$ cat src/rtl/enigma_pkg.sv
`default_nettype none
// ============================================================================
//  Module      : enigma_pkg
//  Description : Shared constants and the TX state encoding used by the
//                Enigma output-side UART transmitter.
//                - ASCII_CR / ASCII_LF      : line-ending bytes
//                - DEFAULT_CLKS_PER_BIT     : 12 MHz / 115200 baud
//                - tx_state_t               : 2-bit TX FSM encoding
//  Revision    : 1.0  initial release
// ============================================================================
package enigma_pkg;

    localparam logic [7:0] ASCII_CR             = 8'h0D;
    localparam logic [7:0] ASCII_LF             = 8'h0A;
    localparam int         DEFAULT_CLKS_PER_BIT = 104;

    typedef enum logic [1:0] {
        IDLE  = 2'd0,
        START = 2'd1,
        DATA  = 2'd2,
        STOP  = 2'd3
    } tx_state_t;

endpackage : enigma_pkg
`default_nettype wire

$ cat src/rtl/enigma_sync_fifo.sv
`default_nettype none
// ============================================================================
//  Module      : enigma_sync_fifo
//  Description : Single-clock byte FIFO, depth 2**AW, registered occupancy.
//                No fall-through: a byte written at edge N is visible on
//                dout (and empty deasserts) only after that edge.
//  Ports       : i_clock  - clock, all logic on posedge
//                i_reset  - synchronous active-high reset (flushes FIFO)
//                push/din - write strobe and data (ignored while full)
//                pop      - read strobe (ignored while empty)
//                dout     - head-of-queue byte
//                full     - occupancy == 2**AW
//                empty    - occupancy == 0
//                count    - current occupancy (AW+1 bits)
//  Revision    : 1.0  initial release
// ============================================================================
module enigma_sync_fifo #(
    parameter int AW = 4
) (
    input  logic          i_clock,
    input  logic          i_reset,
    input  logic          push,
    input  logic          pop,
    input  logic [7:0]    din,
    output logic [7:0]    dout,
    output logic          full,
    output logic          empty,
    output logic [AW:0]   count
);

    localparam int          c_DEPTH     = 2 ** AW;
    localparam logic [AW:0] c_DEPTH_CNT = (AW + 1)'(c_DEPTH);

    logic [7:0]    r_mem [c_DEPTH];
    logic [AW-1:0] r_wr_ptr;
    logic [AW-1:0] r_rd_ptr;
    logic [AW:0]   r_count;

    logic w_push_ok;
    logic w_pop_ok;

    // Full/empty come from the registered count, so a pop on the same edge
    // never makes room for a push into a full FIFO.
    assign full      = (r_count == c_DEPTH_CNT);
    assign empty     = (r_count == '0);
    assign count     = r_count;
    assign dout      = r_mem[r_rd_ptr];
    assign w_push_ok = push & ~full;
    assign w_pop_ok  = pop & ~empty;

    always_ff @(posedge i_clock) begin
        if (i_reset) begin
            r_wr_ptr <= '0;
            r_rd_ptr <= '0;
            r_count  <= '0;
        end else begin
            if (w_push_ok) begin
                r_wr_ptr <= r_wr_ptr + 1'b1;
            end
            if (w_pop_ok) begin
                r_rd_ptr <= r_rd_ptr + 1'b1;
            end
            case ({w_push_ok, w_pop_ok})
                2'b10:   r_count <= r_count + 1'b1;
                2'b01:   r_count <= r_count - 1'b1;
                default: r_count <= r_count;
            endcase
        end
    end

    // Storage needs no reset: contents are only observed through the pointers.
    always_ff @(posedge i_clock) begin
        if (w_push_ok) begin
            r_mem[r_wr_ptr] <= din;
        end
    end

endmodule : enigma_sync_fifo
`default_nettype wire

$ cat src/rtl/enigma_uart_tx.sv
`default_nettype none
// ============================================================================
//  Module      : enigma_uart_tx
//  Description : Output-side transmitter of the Enigma cipher core. Bytes
//                strobed in (no backpressure) are queued in a FIFO and sent
//                as 8N1 UART frames, LSB first.
//  Ports       : i_clock    - clock, all logic on posedge
//                i_reset    - synchronous active-high reset
//                i_ready    - byte strobe, one byte per high cycle
//                i_data     - byte sampled while i_ready=1
//                o_tx       - serial line, idles high
//                o_busy     - FIFO non-empty or frame in flight
//                o_full     - FIFO holds 2**FIFO_AW bytes
//                o_overflow - sticky, strobe seen while full
//  Config      : `ENIGMA_TX_CRLF_EN - when defined, every transmitted 0x0D
//                is followed by an automatically generated 0x0A frame.
//  Revision    : 1.0  initial release
// ============================================================================
module enigma_uart_tx
    import enigma_pkg::*;
#(
    parameter int CLKS_PER_BIT = DEFAULT_CLKS_PER_BIT,
    parameter int FIFO_AW      = 4
) (
    input  logic       i_clock,
    input  logic       i_reset,
    input  logic       i_ready,
    input  logic [7:0] i_data,
    output logic       o_tx,
    output logic       o_busy,
    output logic       o_full,
    output logic       o_overflow
);

    localparam int                 c_CNT_W    = (CLKS_PER_BIT > 1) ? $clog2(CLKS_PER_BIT) : 1;
    localparam logic [c_CNT_W-1:0] c_CNT_LAST = c_CNT_W'(CLKS_PER_BIT - 1);
    localparam logic [FIFO_AW:0]   c_ONE      = (FIFO_AW + 1)'(1);

    // Registered state
    tx_state_t          r_state;
    logic [c_CNT_W-1:0] r_cnt;
    logic [2:0]         r_bit_idx;
    logic [7:0]         r_shift;
    logic               r_tx;
    logic               r_busy;
    logic               r_overflow;

    // Next-state values
    tx_state_t          w_state_next;
    logic [c_CNT_W-1:0] w_cnt_next;
    logic [2:0]         w_idx_next;
    logic [7:0]         w_shift_next;
    logic               w_tx_next;
    logic               w_pop;

    // FIFO interface
    logic               w_push_ok;
    logic [7:0]         w_fifo_dout;
    logic               w_fifo_full;
    logic               w_fifo_empty;
    logic [FIFO_AW:0]   w_fifo_count;
    logic               w_fifo_nonempty_next;

    // Line-feed insertion hooks (tied off when the feature is not built)
    logic               w_lf_pending;
    logic               w_lf_pending_next;

    logic               w_cnt_last;
    logic               w_busy_next;

    assign w_push_ok  = i_ready & ~w_fifo_full;
    assign w_cnt_last = (r_cnt == c_CNT_LAST);

    enigma_sync_fifo #(
        .AW (FIFO_AW)
    ) u_fifo (
        .i_clock (i_clock),
        .i_reset (i_reset),
        .push    (i_ready),
        .pop     (w_pop),
        .din     (i_data),
        .dout    (w_fifo_dout),
        .full    (w_fifo_full),
        .empty   (w_fifo_empty),
        .count   (w_fifo_count)
    );

    // ------------------------------------------------------------------
    // TX FSM: next-state / datapath
    // o_tx is registered, so each transition also computes the line level
    // for the cycle that follows it.
    // ------------------------------------------------------------------
    always_comb begin
        w_state_next = r_state;
        w_cnt_next   = r_cnt;
        w_idx_next   = r_bit_idx;
        w_shift_next = r_shift;
        w_tx_next    = r_tx;
        w_pop        = 1'b0;

        case (r_state)
            IDLE: begin
                w_tx_next = 1'b1;
                if (w_lf_pending) begin
                    // Generated LF takes priority and leaves the FIFO alone.
                    w_shift_next = ASCII_LF;
                    w_cnt_next   = '0;
                    w_idx_next   = '0;
                    w_state_next = START;
                    w_tx_next    = 1'b0;
                end else if (!w_fifo_empty) begin
                    w_pop        = 1'b1;
                    w_shift_next = w_fifo_dout;
                    w_cnt_next   = '0;
                    w_idx_next   = '0;
                    w_state_next = START;
                    w_tx_next    = 1'b0;
                end
            end

            START: begin
                w_tx_next = 1'b0;
                if (w_cnt_last) begin
                    w_cnt_next   = '0;
                    w_state_next = DATA;
                    w_tx_next    = r_shift[0];
                end else begin
                    w_cnt_next = r_cnt + 1'b1;
                end
            end

            DATA: begin
                if (w_cnt_last) begin
                    w_cnt_next = '0;
                    if (r_bit_idx == 3'd7) begin
                        w_state_next = STOP;
                        w_tx_next    = 1'b1;
                    end else begin
                        w_shift_next = {1'b0, r_shift[7:1]};
                        w_idx_next   = r_bit_idx + 1'b1;
                        w_tx_next    = r_shift[1];
                    end
                end else begin
                    w_cnt_next = r_cnt + 1'b1;
                end
            end

            STOP: begin
                w_tx_next = 1'b1;
                if (w_cnt_last) begin
                    w_cnt_next   = '0;
                    w_state_next = IDLE;
                end else begin
                    w_cnt_next = r_cnt + 1'b1;
                end
            end

            default: begin
                w_state_next = IDLE;
                w_tx_next    = 1'b1;
            end
        endcase
    end

    // Busy is registered from next-state values so it rises with the
    // accepting edge and falls on the edge that returns to an empty IDLE.
    assign w_fifo_nonempty_next = w_push_ok
                                | (w_fifo_count > c_ONE)
                                | ((w_fifo_count == c_ONE) & ~w_pop);
    assign w_busy_next = (w_state_next != IDLE) | w_fifo_nonempty_next | w_lf_pending_next;

    // ------------------------------------------------------------------
    // TX FSM: state register
    // ------------------------------------------------------------------
    always_ff @(posedge i_clock) begin
        if (i_reset) begin
            r_state    <= IDLE;
            r_cnt      <= '0;
            r_bit_idx  <= '0;
            r_shift    <= '0;
            r_tx       <= 1'b1;
            r_busy     <= 1'b0;
            r_overflow <= 1'b0;
        end else begin
            r_state   <= w_state_next;
            r_cnt     <= w_cnt_next;
            r_bit_idx <= w_idx_next;
            r_shift   <= w_shift_next;
            r_tx      <= w_tx_next;
            r_busy    <= w_busy_next;
            if (i_ready & w_fifo_full) begin
                r_overflow <= 1'b1;
            end
        end
    end

`ifdef ENIGMA_TX_CRLF_EN
    // r_frame_cr marks a frame whose byte came from the FIFO as 0x0D; the
    // generated LF frame clears it so insertion never chains.
    logic r_frame_cr;
    logic r_lf_pending;
    logic w_stop_done;
    logic w_load_lf;

    assign w_stop_done       = (r_state == STOP) & w_cnt_last;
    assign w_load_lf         = (r_state == IDLE) & r_lf_pending;
    assign w_lf_pending      = r_lf_pending;
    assign w_lf_pending_next = (w_stop_done & r_frame_cr) | (r_lf_pending & ~w_load_lf);

    always_ff @(posedge i_clock) begin
        if (i_reset) begin
            r_frame_cr   <= 1'b0;
            r_lf_pending <= 1'b0;
        end else begin
            if (w_pop) begin
                r_frame_cr <= (w_fifo_dout == ASCII_CR);
            end else if (w_load_lf) begin
                r_frame_cr <= 1'b0;
            end
            r_lf_pending <= w_lf_pending_next;
        end
    end
`else
    assign w_lf_pending      = 1'b0;
    assign w_lf_pending_next = 1'b0;
`endif

    assign o_tx       = r_tx;
    assign o_busy     = r_busy;
    assign o_full     = w_fifo_full;
    assign o_overflow = r_overflow;

endmodule : enigma_uart_tx
`default_nettype wire

$ cat config.mk
export PLATFORM = sky130hd
export DESIGN_NAME = enigma_uart_tx
export DESIGN_NICKNAME = d
export VERILOG_FILES = /design/src/rtl/enigma_pkg.sv /design/src/rtl/enigma_sync_fifo.sv /design/src/rtl/enigma_uart_tx.sv
export SDC_FILE = /design/constraint.sdc
export NUM_CORES = 1
export LEC_CHECK = 0
export ABC_AREA = 1
export BUFFER_PORTS_ARGS = -buffer_cell sky130_fd_sc_hd__buf_2
export CAP_MARGIN = 20
export CORE_MARGIN = 2
export CORE_UTILIZATION = 25
export CTS_BUF_LIST = sky130_fd_sc_hd__clkbuf_4
export DETAILED_ROUTE_END_ITERATION = 10
export PLACE_DENSITY_LB_ADDON = 0.25
export SYNTH_ARGS = -nofsm -noshare
export SYNTH_HDL_FRONTEND = slang
export SYNTH_SLANG_ARGS = --single-unit
$ cat constraint.sdc
create_clock -name i_clock -period 1.8 [get_ports i_clock]
set_input_delay 0.36 -clock i_clock [delete_from_list [all_inputs] [get_ports i_clock]]
set_output_delay 0.36 -clock i_clock [all_outputs]
set_load 0.01 [all_outputs]
==> flow_summary.json, run 1 <==
{
  "cpMaxStageDelayCell": "dfxtp_2",
  "placementRows": 62,
  "power_frac_seq_pct": 44.2,
  "place_ws_ps": -63.4,
  "hold_path_depth": 1,
  "worst-slew-pin-transition_ps": 499,
  "busiest_layer": "met2",
  "gr-usage-met3_pct": 2.41,
  "ant_nets": 0,
  "hold_violations": 0,
  "relSlewSlack_pct": 66.7,
  "synth_fp_nets": 784,
  "postLayoutCoreUtil_pct": 29.2,
  "swShare_pct": 38.1,
  "cts_buffer_depth": 2,
  "path_cells": "inv_2, ha_4, nand3_2, inv_2, buf_6",
  "floorplan.die.height_um": 176,
  "slew_violations": 0,
  "io_pins": 15,
  "synthFlopType": "edfxtp_1",
  "power_leakage_uw": 0.00340,
  "maxCapViolations": 0,
  "cts.sinks": 168,
  "max_stage_delay_ps": 340,
  "clockPowerShare_pct": 18.3,
  "start_kind": "register",
  "crit_required_ps": 1440,
  "avgSynthCellArea_um2": 9.73,
  "async_reset_ff_share_pct": 0,
  "use_met2_pct": 19.2,
  "rsz0062_at_grt": "yes",
  "yosys_register_bits": 168,
  "cts_root_buf": "clkbuf_4",
  "worst_slack_ps": 82.5,
  "dpl.hpwl_um": 10900,
  "area_growth_pct": 14.4,
  "numPlacedInstances": 1170,
  "grt_pass1_wl_um": 26800,
  "grt_max_degree": 50,
  "grtUsageMet1_pct": 14.4,
  "combPwrFrac_pct": 37.5,
  "routed_wirelength_um": 17100,
  "crit_arrival_ps": 1360,
  "grt_overflow": 0,
  "ys_seq_area_share_pct": 62.8,
  "synthDistinctLibCells": 33,
  "clk_latency_ps": 570,
  "final_layout_size_suffix_gt1_share_pct": 16.3,
  "cts_buffers": 17,
  "gp_congestion": 0.808,
  "vias": 4998,
  "fin_crit_sh_pct": 95.4,
  "rrSetupSlack_ps": 90,
  "drtPass1Iterations": 6,
  "cell_internal_pwr_uw": 6530,
  "finalInstanceArea_um2": 8460,
  "wire_per_inst_um": 14.2,
  "core_um2": 28900,
  "finalNonFillerCells": 1207,
  "max-vdd-ir-drop_mv": 0.615,
  "hold_path_class": "primary input to register",
  "drc": 0,
  "cts_tree": "yes",
  "cp-end-kind": "output pin",
  "fin_crit_ps": 1720,
  "drtIter0Drc": 384,
  "synth_cells": 760,
  "setup_viol": 0,
  "grt_usage_pct": 11.4,
  "reg2regPathDepth": 13,
  "grt_pass1_vias": 4873,
  "fin_skew_ps": 27.4,
  "dpl-instance-area_um2": 8150,
  "powerDensity_nw_per_um2": 1250,
  "die_w_um": 176,
  "ys_warn_count": 0,
  "status": "complete, no violations",
  "htree_num_levels": 4,
  "setup_tns_ps": 0,
  "antenna_found_initial": 1,
  "power.switching_uw": 4030,
  "syn-cell-area_um2": 7400,
  "crit_type": "register to output pin",
  "start_util_pct": 25.6,
  "die_area_um2": 31000,
  "vias_per_cell": 4.14,
  "fmax_ghz": 0.582,
  "synth_edf_count": 128,
  "crit_fanout": 2,
  "final_nets": 833,
  "clkSlewWorstSetupHoldPaths_ps": 150,
  "cpMostUsedCell": "inv_2",
  "io_buffers": 14
}
registers in the layout (all words and copies together) (netlist names), named ones only:
register	count
o_busy	1
o_overflow	1
o_tx	1
r_bit_idx	3
r_cnt	7
r_shift	8
r_state	2
u_fifo.count	5
u_fifo.r_mem	128
u_fifo.r_rd_ptr	4
u_fifo.r_wr_ptr	4
metal layers:
metal	wire length (um)	vias up
met5	0	-
met4	359	0
met3	453	20
met2	8220	66
met1	8060	2306
li1	-	2606
Yosys cell counts, types with 2 or more instances:
cell	instances	area (um^2)
nand2_1	224	841
edfxtp_1	128	3840
inv_2	6	22.5
nand4_1	2	12.5
nand3b_1	3	22.5
nor2_2	5	31.3
buf_6	4	45.0
ha_1	13	163
nor2_1	53	199
nand2_2	4	25.0
nand3_1	96	480
buf_4	3	22.5
a21oi_2	8	70.1
o211ai_1	4	30.0
inv_1	83	312
buf_1	2	7.51
nor3_1	2	10.0
o21ai_0	25	125
a21oi_1	23	115
buf_2	15	75.1
clkbuf_1	5	18.8
dfxtp_1	40	801
xnor2_1	2	17.5
through the flow:
stage | power (uW) | hold WS, ps
CTS | 10600 | 172
detailed placement | 8540 | 449
floorplan | 7330 | 436
global route | 11300 | 169
global placement | 8560 | 438
finish | 10600 | 207
worst max-delay path: cells and delay by family, from the launching register on:
| kind | cells | cell delay [ps] |
|---|---|---|
| flops | 1 | 340 |
| buf+inv | 3 | 250 |
| fa+ha+maj | 1 | 140 |
| simple gates | 1 | 100 |
layout by cell type, fill, tap and decap left out, drive strengths merged:
cell type,instances
a211oi,1
buf,58
nor2,59
clkbuf,18
inv,93
o21ai,25
nand3,99
edfxtp,128
xnor2,2
o211ai,4
clkinvlp,5
nand4,3
dlygate4sd3,1
xor2,1
nand3b,4
nand2,228
nor3,2
clkinv,6
diode,1
a22oi,1
dfxtp,40
ha,13
a21oi,31
path summary, 6_finish.rpt:
| check | end | from |
|---|---|---|
| max | o_full | u_fifo.count[1] |
| min | u_fifo.r_mem[9][7] | i_data[7] |
| max reg2reg | u_fifo.count[3] | u_fifo.count[1] |
| min reg2reg | r_cnt[0] | r_cnt[0] |
power groups by stage:
stage	logic (uW)	clock network [uW]	registers (uW)
floorplan	2620	0	4720
global placement	3820	0	4740
detailed placement	3800	0	4740
CTS	3900	2010	4660
global route	4470	2150	4700
finish	3960	1930	4670
repair_timing:
item                                   CTS  global route
setup endpoints to repair               25            24
endpoints found under the hold margin    1             0
gates resized for setup                  9            13
cloned                                   0             1
setup buffers                            2             1
pin swaps                                2             2
hold buffers                             1             0
cell families (layout without fill, tap and decap cells):
family / count (synthesis) / in the layout / synth area share (%)
buffers and inverters: 120 / 181 / 6.97
adder cells (fa/ha/maj): 13 / 13 / 2.20
other: 0 / 1 / 0
AND/OR/NAND/NOR: 394 / 395 / 22.9
XOR/XNOR: 3 / 3 / 0.355
flip-flops: 168 / 168 / 62.8
AO/OA/AOI/OAI: 62 / 62 / 4.80
cell type report:
class	instances	area (um^2)
clock inverter	14	97.6
antenna	1	2.50
fill	3061	20500
timing repair buffer	59	467
multi-input combinational	473	2290
sequential	168	4650
inverter	90	338
tap	384	480
clock buffer	18	135
Note: power is estimated with default switching activity, not from simulation.
==> run 2: changes to the inputs <==
--- a/config.mk
+++ b/config.mk
@@ -12,6 +12,7 @@
 export CORE_UTILIZATION = 25
 export CTS_BUF_LIST = sky130_fd_sc_hd__clkbuf_4
 export DETAILED_ROUTE_END_ITERATION = 10
+export GPL_TIMING_DRIVEN = 0
 export PLACE_DENSITY_LB_ADDON = 0.25
 export SYNTH_ARGS = -nofsm -noshare
 export SYNTH_HDL_FRONTEND = slang
==> run 2 against run 1 <==
  * Clock power grew 24%
  * Cell area up 5.2%
  * First-iteration DRC count decreased by 3.6%
  * Critical path type unchanged
  * Via count grew 3.3%
  * Register-to-register slack worse by 20 ps
==> flow_summary.json, run 2 (synthesis gave the netlist of run 1 again) <==
{
  "status": "complete, no violations",
  "die_w_um": 176,
  "ant_nets": 0,
  "routed_wirelength_um": 18500,
  "final_cell_mix": "nand2_1, edfxtp_1, nand3_1",
  "area_growth_pct": 20.3,
  "crit_arrival_ps": 1390,
  "floorplan.die.height_um": 176,
  "hold_violations": 0,
  "grtUsageMet1_pct": 16.6,
  "io_buffers": 14,
  "fmax_ghz": 0.571,
  "cts_root_buf": "clkbuf_4",
  "core_um2": 28900,
  "powerDensity_nw_per_um2": 1260,
  "top_regs": "u_fifo.r_mem (128), r_shift (8), r_cnt (7)",
  "setup_tns_ps": 0,
  "die_area_um2": 31000,
  "cp-end-kind": "output pin",
  "final_layout_size_suffix_gt1_share_pct": 19.7,
  "worst-slew-pin-transition_ps": 600,
  "slew_violations": 0,
  "critPathLaunch": "u_fifo.count[1]",
  "final_nets": 845,
  "grt_pass1_wl_um": 28900,
  "grt_overflow": 0,
  "fin_skew_ps": 28.7,
  "power_leakage_uw": 0.00354,
  "crit_fanout": 3,
  "regMostFlops": "u_fifo.r_mem",
  "dpl.hpwl_um": 12200,
  "crit_required_ps": 1440,
  "relSlewSlack_pct": 60.0,
  "worst_slack_ps": 48.1,
  "wire_per_inst_um": 15.2,
  "busiest_layer": "met2",
  "fin_crit_ps": 1750,
  "fill_cells": 3020,
  "crit_type": "register to output pin",
  "reg2reg_from": "u_fifo.count[1]",
  "hold_path_class": "primary input to register",
  "gr-usage-met3_pct": 2.17,
  "cts_tree": "yes",
  "gp_congestion": 0.789,
  "use_met2_pct": 20.7,
  "grt_pass1_vias": 5041,
  "antenna_found_initial": 1,
  "whs_ps": 63.1,
  "start_util_pct": 25.6,
  "cts_buffer_depth": 2,
  "clk_latency_ps": 580,
  "vias_per_cell": 4.24,
  "maxCapViolations": 0,
  "io_pins": 15,
  "clkSlewWorstSetupHoldPaths_ps": 150,
  "drtIter0Drc": 370,
  "final_common_cell": "nand2_1",
  "worstHoldStart": "i_reset",
  "grt_max_degree": 20,
  "cts_buffers": 17,
  "fin_crit_sh_pct": 97.3,
  "max-vdd-ir-drop_mv": 0.470,
  "placementRows": 62,
  "vias": 5163,
  "place_ws_ps": -719,
  "rsz0062_at_grt": "yes",
  "grt_usage_pct": 12.5,
  "cts.sinks": 168,
  "drtPass1Iterations": 4,
  "largest_register_ffs": 128,
  "drc": 0,
  "start_kind": "register",
  "setup_viol": 0,
  "htree_num_levels": 4
}
-- run 2: worst max-delay path, cell delays in order (launching register included) --
cell and delay [ps]:
dfxtp_2 380, inv_4 40, ha_4 160, nand3_4 80, inv_2 40, buf_6 110
-- run 2: timing repair --
action / CTS / global route
pin swaps: 16 / 5
setup endpoints to repair: 139 / 52
endpoints found under the hold margin: 1 / 0
gates cloned: 0 / 0
resized for setup: 52 / 24
hold buffers: 1 / 0
buffers inserted: 23 / 5
-- run 2: metal layers --
metal | part of all wire, % | wire length, um
met5 | 0 | 0
met4 | 1.3 | 237
met3 | 3.3 | 614
met2 | 49 | 9020
met1 | 47 | 8670
-- run 2: worst paths after layout --
path / endpoint / depth (start not counted) / slack [ps]
hold / removal: u_fifo.count[1] / 4 / 60
setup / recovery: o_full / 5 / 50
setup reg to reg: u_fifo.r_mem[7][2] / 7 / 70
hold reg to reg: register / 2 / 460
-- run 2: per-stage QoR --
stage	utilization [%]	power, uW	instance area [um^2]	instances
floorplan	-	7330	7410	760
global placement	27.5	8410	7960	1158
detailed placement	27.5	8430	7960	1158
CTS	30.5	11100	8820	1214
global route	30.7	12000	8900	1219
finish	30.7	11200	8900	1219
-- run 2: layout make-up --
type,count,area [um^2],share of cell area [%]
antenna,1,2.50,0.0281
tap,384,480,5.40
multi-input combinational,472,2440,27.4
buffer,29,181,2.04
timing repair buffer,43,472,5.30
clock inverter,15,194,2.18
inverter,90,347,3.90
clock buffer,17,128,1.43
sequential,168,4650,52.3
-- run 2: report_power, final --
group          switching [uW]  internal [uW]  leakage (uW)  total (uW)
Combinational            2570           1580       0.00188        4150
Sequential                190           4490       0.00149        4680
Clock                    1600            791      0.000168        2400
==> run 3: changes to the inputs <==
==> constraint.sdc (replaced) <==
create_clock -name i_clock -period 1.8 [get_ports i_clock]
set_input_delay 0.36 -clock i_clock [delete_from_list [all_inputs] [get_ports i_clock]]
set_output_delay 0.36 -clock i_clock [all_outputs]
set_load 0.05 [all_outputs]
==> run 3 against run 2 <==
  * Fmax is 1.9% lower
  * Non-clock buffer count fell by 2
  * Wire length down 0.42%
  * Critical path type unchanged
  * Global-route usage about the same
  * Sequential share of layout area rose by 0.053 points
  * Combinational power about the same
  * Register-to-register slack about the same
  * Count of clock-buffer cells in the layout is the same
  * Worst hold slack worse by 3.6 ps
  * First-iteration DRC count shrank 2.2%
  * Utilization about the same
  * Sequential power barely moved
==> flow_summary.json, run 3 (synthesis gave the netlist of run 1 again) <==
{
  "status": "complete, no violations",
  "path_cells": "nor2_4, nand3_4, inv_4, buf_8",
  "io_buffers": 14,
  "grt_overflow": 0,
  "fmax_ghz": 0.560,
  "worst_slack_ps": 15.1,
  "place_ws_ps": -719,
  "crit_type": "register to output pin",
  "cts.sinks": 168,
  "finalNonFillerCells": 1217,
  "relSlewSlack_pct": 59.8,
  "drtIter0Drc": 362,
  "fin_crit_sh_pct": 99.2,
  "power_frac_seq_pct": 41.7,
  "top_regs": "u_fifo.r_mem (128), r_shift (8), r_cnt (7)",
  "ant_nets": 0,
  "maxCapViolations": 0,
  "grt_pass1_wl_um": 28900,
  "gp_congestion": 0.789,
  "cts_root_buf": "clkbuf_4",
  "path_buf_inv": 2,
  "final_common_cell": "nand2_1",
  "dpl.hpwl_um": 12200,
  "numPlacedInstances": 1158,
  "worst-slew-pin-transition_ps": 603,
  "dpl-instance-area_um2": 7960,
  "final_nets": 843,
  "cell_internal_pwr_uw": 6800,
  "cpMaxStageDelayCell": "dfxtp_2",
  "power_leakage_uw": 0.00353,
  "die_area_um2": 31000,
  "critical-path-top-delay-family": "flip-flops",
  "rsz0062_at_grt": "yes",
  "final_cell_mix": "nand2_1, edfxtp_1, nand3_1",
  "max_stage_delay_ps": 360,
  "final_layout_size_suffix_gt1_share_pct": 19.5,
  "floorplan.die.height_um": 176,
  "swShare_pct": 39.4,
  "cp-end-kind": "output pin",
  "placementRows": 62,
  "crit_required_ps": 1440,
  "area_growth_pct": 20.1,
  "finalInstanceArea_um2": 8880,
  "largest_register_ffs": 128,
  "clk_latency_ps": 590,
  "grt_pass1_vias": 5039,
  "crit_cells": 4,
  "fin_skew_ps": 25.8,
  "whs_ps": 59.5,
  "routed_wirelength_um": 18500,
  "hold_path_class": "primary input to register",
  "start_kind": "register",
  "fin_crit_ps": 1780,
  "cts_buffers": 17,
  "vias": 5157,
  "drc": 0,
  "slew_violations": 0,
  "powerDensity_nw_per_um2": 1260,
  "regMostFlops": "u_fifo.r_mem",
  "io_pins": 15,
  "max-vdd-ir-drop_mv": 0.468,
  "htree_num_levels": 4,
  "hold_violations": 0,
  "crit_arrival_ps": 1420,
  "power.switching_uw": 4430,
  "combPwrFrac_pct": 37.0,
  "setup_tns_ps": 0,
  "clkSlewWorstSetupHoldPaths_ps": 150,
  "start_util_pct": 25.6,
  "reg2regPathDepth": 7,
  "cts_tree": "yes",
  "core_um2": 28900,
  "grt_usage_pct": 12.5,
  "hold_path_depth": 4,
  "wire_per_inst_um": 15.2,
  "vias_per_cell": 4.24,
  "crit_fanout": 5,
  "antenna_found_initial": 1,
  "drtPass1Iterations": 5,
  "grt_max_degree": 20,
  "cts_buffer_depth": 2,
  "die_w_um": 176,
  "clockPowerShare_pct": 21.3,
  "setup_viol": 0
}
[run 3: metal layers]
metal  global-route usage, %  wire length (um)  part of all wire (%)
met5                       0                 0                     0
met4                    4.03               274                   1.5
met3                    2.17               654                   3.5
met2                    20.7              8900                    48
met1                    16.6              8640                    47
[run 3: per-stage QoR]
stage               power [uW]  util, %
floorplan                 7420        -
global placement          8490     27.5
detailed placement        8510     27.5
CTS                      11200     30.5
global route             12000     30.7
finish                   11200     30.7
[run 3: worst min-delay path, stage by stage]
cell	delay [ps]
buf_2	110
a21oi_1	40
o21ai_0	60
inv_1	40
[run 3: layout make-up]
cell class                 instances  area (um^2)
multi-input combinational        472         2440
fill                            3024        20100
buffer                            29          181
tap                              384          480
clock buffer                      17          128
inverter                          90          347
clock inverter                    15          194
timing repair buffer              41          460
antenna                            1         2.50
sequential                       168         4650
[run 3: worst paths after layout]
path / end / startpoint / slack [ps]
worst max register to register: u_fifo.r_mem[7][2] / u_fifo.count[1] / 70
worst max-delay path: o_full / u_fifo.count[3] / 20
worst min register to register: register / u_fifo.r_rd_ptr[3] / 460
worst min-delay path: u_fifo.count[1] / i_reset / 60
[run 3: what timing repair did]
item / CTS / global route
resized for setup: 53 / 24
endpoints found under the hold margin: 1 / 0
hold buffers: 1 / 0
pin swaps: 16 / 6
setup endpoints to repair: 139 / 52
setup buffers: 23 / 3
[run 3: power groups by stage]
stage,logic (uW),registers [uW],clock network (uW)
2_1_floorplan,2640,4780,0
3_3_place_gp,3750,4740,0
3_5_place_dp,3760,4750,0
4_1_cts,4070,4680,2460
5_1_grt,4670,4720,2600
6_report,4160,4680,2390
